**config.mk**
```make
export PLATFORM = sky130hd
export DESIGN_NAME = odo_meas_ctrl
export DESIGN_NICKNAME = d
export VERILOG_FILES = /design/src/rtl/odo_meas_ctrl.sv
export SDC_FILE = /design/constraint.sdc
export NUM_CORES = 1
export LEC_CHECK = 0
export BUFFER_PORTS_ARGS = -buffer_cell sky130_fd_sc_hd__clkbuf_2
export CORE_MARGIN = 2
export CORE_UTILIZATION = 35
export CTS_CLUSTER_SIZE = 24
export DETAILED_ROUTE_END_ITERATION = 6
export PLACE_DENSITY = 0.55
export RECOVER_POWER = 100
export SLEW_MARGIN = 20
export SYNTH_ARGS = -nofsm -noshare
export SYNTH_HDL_FRONTEND = slang
export SYNTH_SLANG_ARGS = --single-unit
```
**constraint.sdc**
```tcl
create_clock -name clk -period 8.2 [get_ports clk]
set_clock_uncertainty 0.05 [all_clocks]
set_input_delay 1.64 -clock clk [delete_from_list [all_inputs] [get_ports clk]]
set_output_delay 1.64 -clock clk [all_outputs]
set_load 0.03 [all_outputs]
```
**src/rtl/odo_meas_ctrl.sv**
```systemverilog
// Measurement sequencer for the ring-oscillator aging odometer.
//
// Keeps the selected stress ring free-running while idle. On request it runs a
// settle-then-count window on one reference/stress pair and latches both edge
// counts plus their signed difference.
//
// Ports:
//   clk, rst_n            clock, asynchronous active-low reset
//   start, abort          single-cycle request / cancel
//   sel                   ring type (0 NOR, 1 NAND, 2 INV, 3 illegal)
//   stress_en             keep stress ring 'sel' running while idle
//   win_len               counting window in clk cycles, captured at start
//   div_ref, div_str      divided ring outputs (asynchronous)
//   osc_en_ref/str        ROSC enables
//   busy, done, err       status (done/err are one-cycle pulses)
//   cnt_ref, cnt_str      latched edge counts
//   cnt_diff              signed cnt_ref - cnt_str, one bit wider
//   sat                   a counter saturated in the last measurement
module odo_meas_ctrl #(
    parameter int unsigned WIN_W      = 16,
    parameter int unsigned CNT_W      = 16,
    parameter int unsigned SETTLE_CYC = 8
) (
    input  logic             clk,
    input  logic             rst_n,
    input  logic             start,
    input  logic             abort,
    input  logic [1:0]       sel,
    input  logic             stress_en,
    input  logic [WIN_W-1:0] win_len,
    input  logic [2:0]       div_ref,
    input  logic [2:0]       div_str,
    output logic [2:0]       osc_en_ref,
    output logic [2:0]       osc_en_str,
    output logic             busy,
    output logic             done,
    output logic             err,
    output logic [CNT_W-1:0] cnt_ref,
    output logic [CNT_W-1:0] cnt_str,
    output logic [CNT_W:0]   cnt_diff,
    output logic             sat
);

    localparam int unsigned SetW = (SETTLE_CYC > 1) ? $clog2(SETTLE_CYC) : 1;

    typedef enum logic [1:0] {StIdle, StSettle, StMeas, StDone} state_e;

    state_e           state_q, state_d;
    logic [1:0]       sel_q, sel_d;
    logic [SetW-1:0]  set_cnt_q, set_cnt_d;
    logic [WIN_W-1:0] win_cnt_q, win_cnt_d;
    logic [CNT_W-1:0] wk_ref_q, wk_ref_d, wk_str_q, wk_str_d;
    logic             wk_sat_q, wk_sat_d;
    logic             load;

    // 2-flop synchronizer plus one extra stage for rising-edge detection
    logic [2:0] ref_s1_q, ref_s2_q, ref_s3_q;
    logic [2:0] str_s1_q, str_s2_q, str_s3_q;
    logic       rise_ref, rise_str;

    logic [2:0] osc_en_ref_d, osc_en_str_d;
    logic       busy_d, done_d, err_d;

    // Shift yields 0 for sel_q == 3, which cannot be captured anyway
    assign rise_ref = |((ref_s2_q & ~ref_s3_q) & (3'b001 << sel_q));
    assign rise_str = |((str_s2_q & ~str_s3_q) & (3'b001 << sel_q));

    always_comb begin
        state_d   = state_q;
        sel_d     = sel_q;
        set_cnt_d = set_cnt_q;
        win_cnt_d = win_cnt_q;
        wk_ref_d  = wk_ref_q;
        wk_str_d  = wk_str_q;
        wk_sat_d  = wk_sat_q;
        load      = 1'b0;
        err_d     = 1'b0;

        unique case (state_q)
            StIdle: begin
                if (start && !abort) begin
                    if (sel == 2'd3 || win_len == '0) begin
                        err_d = 1'b1;
                    end else begin
                        sel_d     = sel;
                        win_cnt_d = win_len - 1'b1;
                        set_cnt_d = SetW'(SETTLE_CYC - 1);
                        wk_ref_d  = '0;
                        wk_str_d  = '0;
                        wk_sat_d  = 1'b0;
                        state_d   = StSettle;
                    end
                end
            end
            StSettle: begin
                if (abort) begin
                    state_d = StIdle;
                end else if (set_cnt_q == '0) begin
                    state_d = StMeas;
                end else begin
                    set_cnt_d = set_cnt_q - 1'b1;
                end
            end
            StMeas: begin
                if (rise_ref) begin
                    if (wk_ref_q != '1) wk_ref_d = wk_ref_q + 1'b1;
                    else                wk_sat_d = 1'b1;
                end
                if (rise_str) begin
                    if (wk_str_q != '1) wk_str_d = wk_str_q + 1'b1;
                    else                wk_sat_d = 1'b1;
                end
                if (abort) begin
                    state_d = StIdle;
                end else if (win_cnt_q == '0) begin
                    // Results load on entry so they are valid during DONE
                    state_d = StDone;
                    load    = 1'b1;
                end else begin
                    win_cnt_d = win_cnt_q - 1'b1;
                end
            end
            StDone: begin
                state_d = StIdle;
            end
            default: begin
                state_d = StIdle;
            end
        endcase

        if (state_d == StIdle) begin
            osc_en_ref_d = 3'b000;
            osc_en_str_d = (stress_en && sel != 2'd3) ? (3'b001 << sel) : 3'b000;
        end else begin
            osc_en_ref_d = 3'b001 << sel_d;
            osc_en_str_d = 3'b001 << sel_d;
        end

        busy_d = (state_d == StSettle) || (state_d == StMeas);
        done_d = (state_d == StDone);
    end

    always_ff @(posedge clk or negedge rst_n) begin
        if (!rst_n) begin
            state_q    <= StIdle;
            sel_q      <= '0;
            set_cnt_q  <= '0;
            win_cnt_q  <= '0;
            wk_ref_q   <= '0;
            wk_str_q   <= '0;
            wk_sat_q   <= 1'b0;
            ref_s1_q   <= '0;
            ref_s2_q   <= '0;
            ref_s3_q   <= '0;
            str_s1_q   <= '0;
            str_s2_q   <= '0;
            str_s3_q   <= '0;
            osc_en_ref <= '0;
            osc_en_str <= '0;
            busy       <= 1'b0;
            done       <= 1'b0;
            err        <= 1'b0;
            cnt_ref    <= '0;
            cnt_str    <= '0;
            cnt_diff   <= '0;
            sat        <= 1'b0;
        end else begin
            state_q    <= state_d;
            sel_q      <= sel_d;
            set_cnt_q  <= set_cnt_d;
            win_cnt_q  <= win_cnt_d;
            wk_ref_q   <= wk_ref_d;
            wk_str_q   <= wk_str_d;
            wk_sat_q   <= wk_sat_d;
            ref_s1_q   <= div_ref;
            ref_s2_q   <= ref_s1_q;
            ref_s3_q   <= ref_s2_q;
            str_s1_q   <= div_str;
            str_s2_q   <= str_s1_q;
            str_s3_q   <= str_s2_q;
            osc_en_ref <= osc_en_ref_d;
            osc_en_str <= osc_en_str_d;
            busy       <= busy_d;
            done       <= done_d;
            err        <= err_d;
            if (load) begin
                cnt_ref  <= wk_ref_d;
                cnt_str  <= wk_str_d;
                cnt_diff <= {1'b0, wk_ref_d} - {1'b0, wk_str_d};
                sat      <= wk_sat_d;
            end
        end
    end

endmodule

```
==> metrics.md <==
| Metric | Value |
|---|---|
| Initial core utilization | `35.8%` |
| Most frequent cells in the layout | `dfrtp_1, nand2_1, clkbuf_1` |
| Clock tree sinks | `133` |
| Port bufs | `87` |
| Clk network pwr share | `43.8%` |
| Max VDD drop | `156 uV` |
| Cells after DPL | `1095` |
| IO Pins | `88` |
| CTS tree | `built` |
| Initial antenna violation count | `0` |
| Most common cell after layout, fill and taps aside | `dfrtp_1` |
| Ys async rst share | `100%` |
| Vias/cell | `5.34` |
| Setup bufs post-CTS | `0` |
| Worst hold path class | `reg2reg` |
| Sequential Power Share | `43.5%` |
| Drt drc | `0` |
| Sequential cell area fraction in the yosys report | `45.8%` |
| Pin count of the biggest net entering global routing | `75` |
| DPL Wire Length | `13400 um` |
| N_diodes | `0` |
| Pwr/cell area | `212 mW/mm^2` |
| Net Sw Frac | `30.3%` |
| Critical-path cell list | `clkbuf_1 -> nor4_1 -> and4_1 -> or4_1 -> nand2_1 -> ha_1 -> fa_1 -> nor2b_1 -> o31ai_1 -> a21o_1 -> a311oi_1 -> a2111oi_0 -> a21o_1` |
| Reg clk slew, reported paths | `0.06 ns` |
| PostCTS Resize Cnt | `0` |
| Area Overhead vs Synth | `15.7%` |
| Vias in the first global route | `5872` |
| Setup violations, final | `0` |
| WP data arrival | `6.20 ns` |
| Rows | `52` |
| Final hold viol count | `0` |
| DR pass1 iterations | `5` |
| Top cells by area, synth | `dfrtp_1, nand2_1, ha_1` |
| Grt ovf | `0` |
| Skew-Pair Late Insertion Delay | `0.43 ns` |
| Final WL | `19100 um` |
| Outcome | `finished, violations left` |
| Post-synth top area share | `45.8%` |
| Area leader, netlist | `dfrtp_1` |
| Final non-filler cell total | `1127` |
| Mapped Area | `0.00727 mm^2` |
| Hold buffer count at CTS | `0` |
| CP max stage delay | `1.15 ns` |
| RSZ-0062 raised after global routing | `no` |
| Fmax | `169 MHz` |
| CP Data Required Time | `8.47 ns` |
| Num CTS Buffers | `17` |
| Clock Path Buffers | `2` |
| DRT antenna net count | `0` |
| WS Path Type | `in2reg` |
| Hold slack | `0.297 ns` |
| Via count | `6017` |
| Total negative setup slack | `0 ns` |
| CTS H-tree depth | `4` |
| # nets final | `897` |
| Slew at the pin with the worst max-slew slack | `3.48 ns` |
| Die area | `0.0219 mm^2` |
| Syn_nets | `821` |
| Initial drt markers | `416` |
| Violated checks | `capacitance limit, slew limit` |
| Seq cells post-synth | `133` |
| Core area | `0.0203 mm^2` |
| Max-slew violation total from the final report | `230` |
| Clock root cell | `clkbuf_16` |
| Distinct cell type count after synthesis | `82` |
| Comb pwr share | `12.7%` |
| CP endpoint kind | `register` |
| Pleak | `3.64 nW` |
| Worst slew margin relative to its limit | `-132%` |
| Number of synthesized flops with an enable pin | `0` |
| Crit path max fanout | `37` |
| Routed length per placed instance | `17.0 um` |
| CP startpoint kind | `primary input` |
| Max Cap Violations | `4` |
| Net switching power figure | `540 uW` |
| Gr usage total | `18.2%` |
| Synth Flop Type | `dfrtp_1` |
| Synthesis Warnings | `0` |
| Power, Total | `1.78 mW` |
| CP max-delay cell | `or4_1` |
| Synth Instances | `768` |
| Fin crit period | `5.93 ns` |
| Global-route wire length before repair | `31400 um` |
| Internal power | `1.24 mW` |
| Mapped Avg Cell Area | `9.46 um^2` |
| Die height | `148 um` |
| Layout cell share with drive strength beyond 1 | `9.33%` |
| Final period util | `72.3%` |
| GPL Wtd Cong | `0.829` |
| Worst path most repeated cell | `a21o_1` |
| Die width | `148 um` |
==> metrics by stage <==
stage / instance area (um^2) / setup slack (ns) / utilization (%)
2_1_floorplan: 7270 / 3.25 / -
3_3_place_gp: 7940 / 2.72 / 39.1
3_5_place_dp: 7940 / 2.63 / 39.1
4_1_cts: 8530 / 3.08 / 42.0
5_1_grt: 8410 / 1.66 / 41.4
6_report: 8410 / 2.27 / 41.4
==> cells by family (layout without fill, tap and decap cells) <==
logic type                 count (synthesis)  in the layout  synth area share [%]
buffers and inverters                     68            157                  3.91
adders and majority gates                 24             24                  4.23
muxes                                     24             24                  3.49
AOI/OAI and AO/OA                        193            193                  18.2
xor gates and xnor gates                  27             27                  3.25
DFF                                      133            133                  45.8
and+or+nand+nor                          299            299                  21.2
==> metal layers <==
metal | global-route usage (%) | part of all wire (%) | up-vias
li1 | - | - | 2942
met2 | 29.7 | 48 | 151
met3 | 3.80 | 5.0 | 11
met1 | 24.7 | 47 | 2913
met5 | 0 | 0 | -
met4 | 4.48 | 0.82 | 0
==> critical path, delay by kind of cell <==
kind	cells	cell delay [ns]
and+or+nand+nor	5	2.51
adders and majority gates	2	0.73
buffers and inverters	1	0.12
AOI/OAI and AO/OA	5	1.18
==> registers in the layout, summed over array words and instances (netlist names) <==
name	flops
busy	1
cnt_diff	17
cnt_ref	16
cnt_str	16
done	1
err	1
osc_en_ref	3
osc_en_str	3
ref_s1_q	3
ref_s2_q	3
ref_s3_q	3
sat	1
sel_q	2
set_cnt_q	3
state_q	2
str_s1_q	3
str_s2_q	3
str_s3_q	3
win_cnt_q	16
wk_ref_q	16
wk_sat_q	1
wk_str_q	16
==> path summary, 6_finish.rpt <==
path / end / start / slack, ns / depth (start not counted)
max: cnt_diff[16]$_DFFE_PN0P_ / win_len[11] / 2.27 / 13
min: ref_s2_q[0]$_DFF_PN0_ / ref_s1_q[0]$_DFF_PN0_ / 0.30 / 0
max reg2reg: cnt_diff[16]$_DFFE_PN0P_ / state_q[1]$_DFF_PN0_ / 2.74 / 14
min reg2reg: ref_s2_q[0]$_DFF_PN0_ / ref_s1_q[0]$_DFF_PN0_ / 0.30 / 0
max in group asynchronous: osc_en_ref[0]$_DFF_PN0_ / rst_n / 2.61 / 2
min in group asynchronous: win_cnt_q[2]$_DFFE_PN0P_ / rst_n / 2.34 / 1
==> power groups by stage <==
stage / clock network (mW) / logic [mW] / registers, mW
detailed placement: 0 / 0.240 / 0.788
global route: 0.830 / 0.256 / 0.786
CTS: 0.797 / 0.241 / 0.777
finish: 0.781 / 0.227 / 0.776
global placement: 0 / 0.239 / 0.788
floorplan: 0 / 0.120 / 0.815
==> layout make-up <==
cell class	instances	area, um^2
clock buffer	18	429
clock inverter	14	165
fill	2070	11900
inverter	33	124
multi-input combinational	567	3650
sequential	133	3330
tap	270	338
timing repair buffer	92	377
==> cell usage after synthesis (4+ instances only) <==
master and n:
dfrtp_1 133, nand2_1 102, o21ai_0 57, nor2_1 54, a21oi_1 34, inv_1 33, ha_1 23, nor3_1 23
nand3_1 22, clkbuf_1 21, xnor2_1 16, nand4_1 15, mux2i_1 13, nor4_1 13, a21o_1 12, buf_2 11
mux2_2 11, xor2_1 11, a31oi_1 9, o211ai_1 9, o21a_1 9, o31a_1 7, or3_1 7, and4_1 6
nor3b_1 6, o21ai_1 6, a211oi_1 5, and2_1 5, and3_1 5, nand2b_1 5, nand3b_1 5, nor2b_1 5
nor4b_1 4
(Power assumes the default switching activity.)
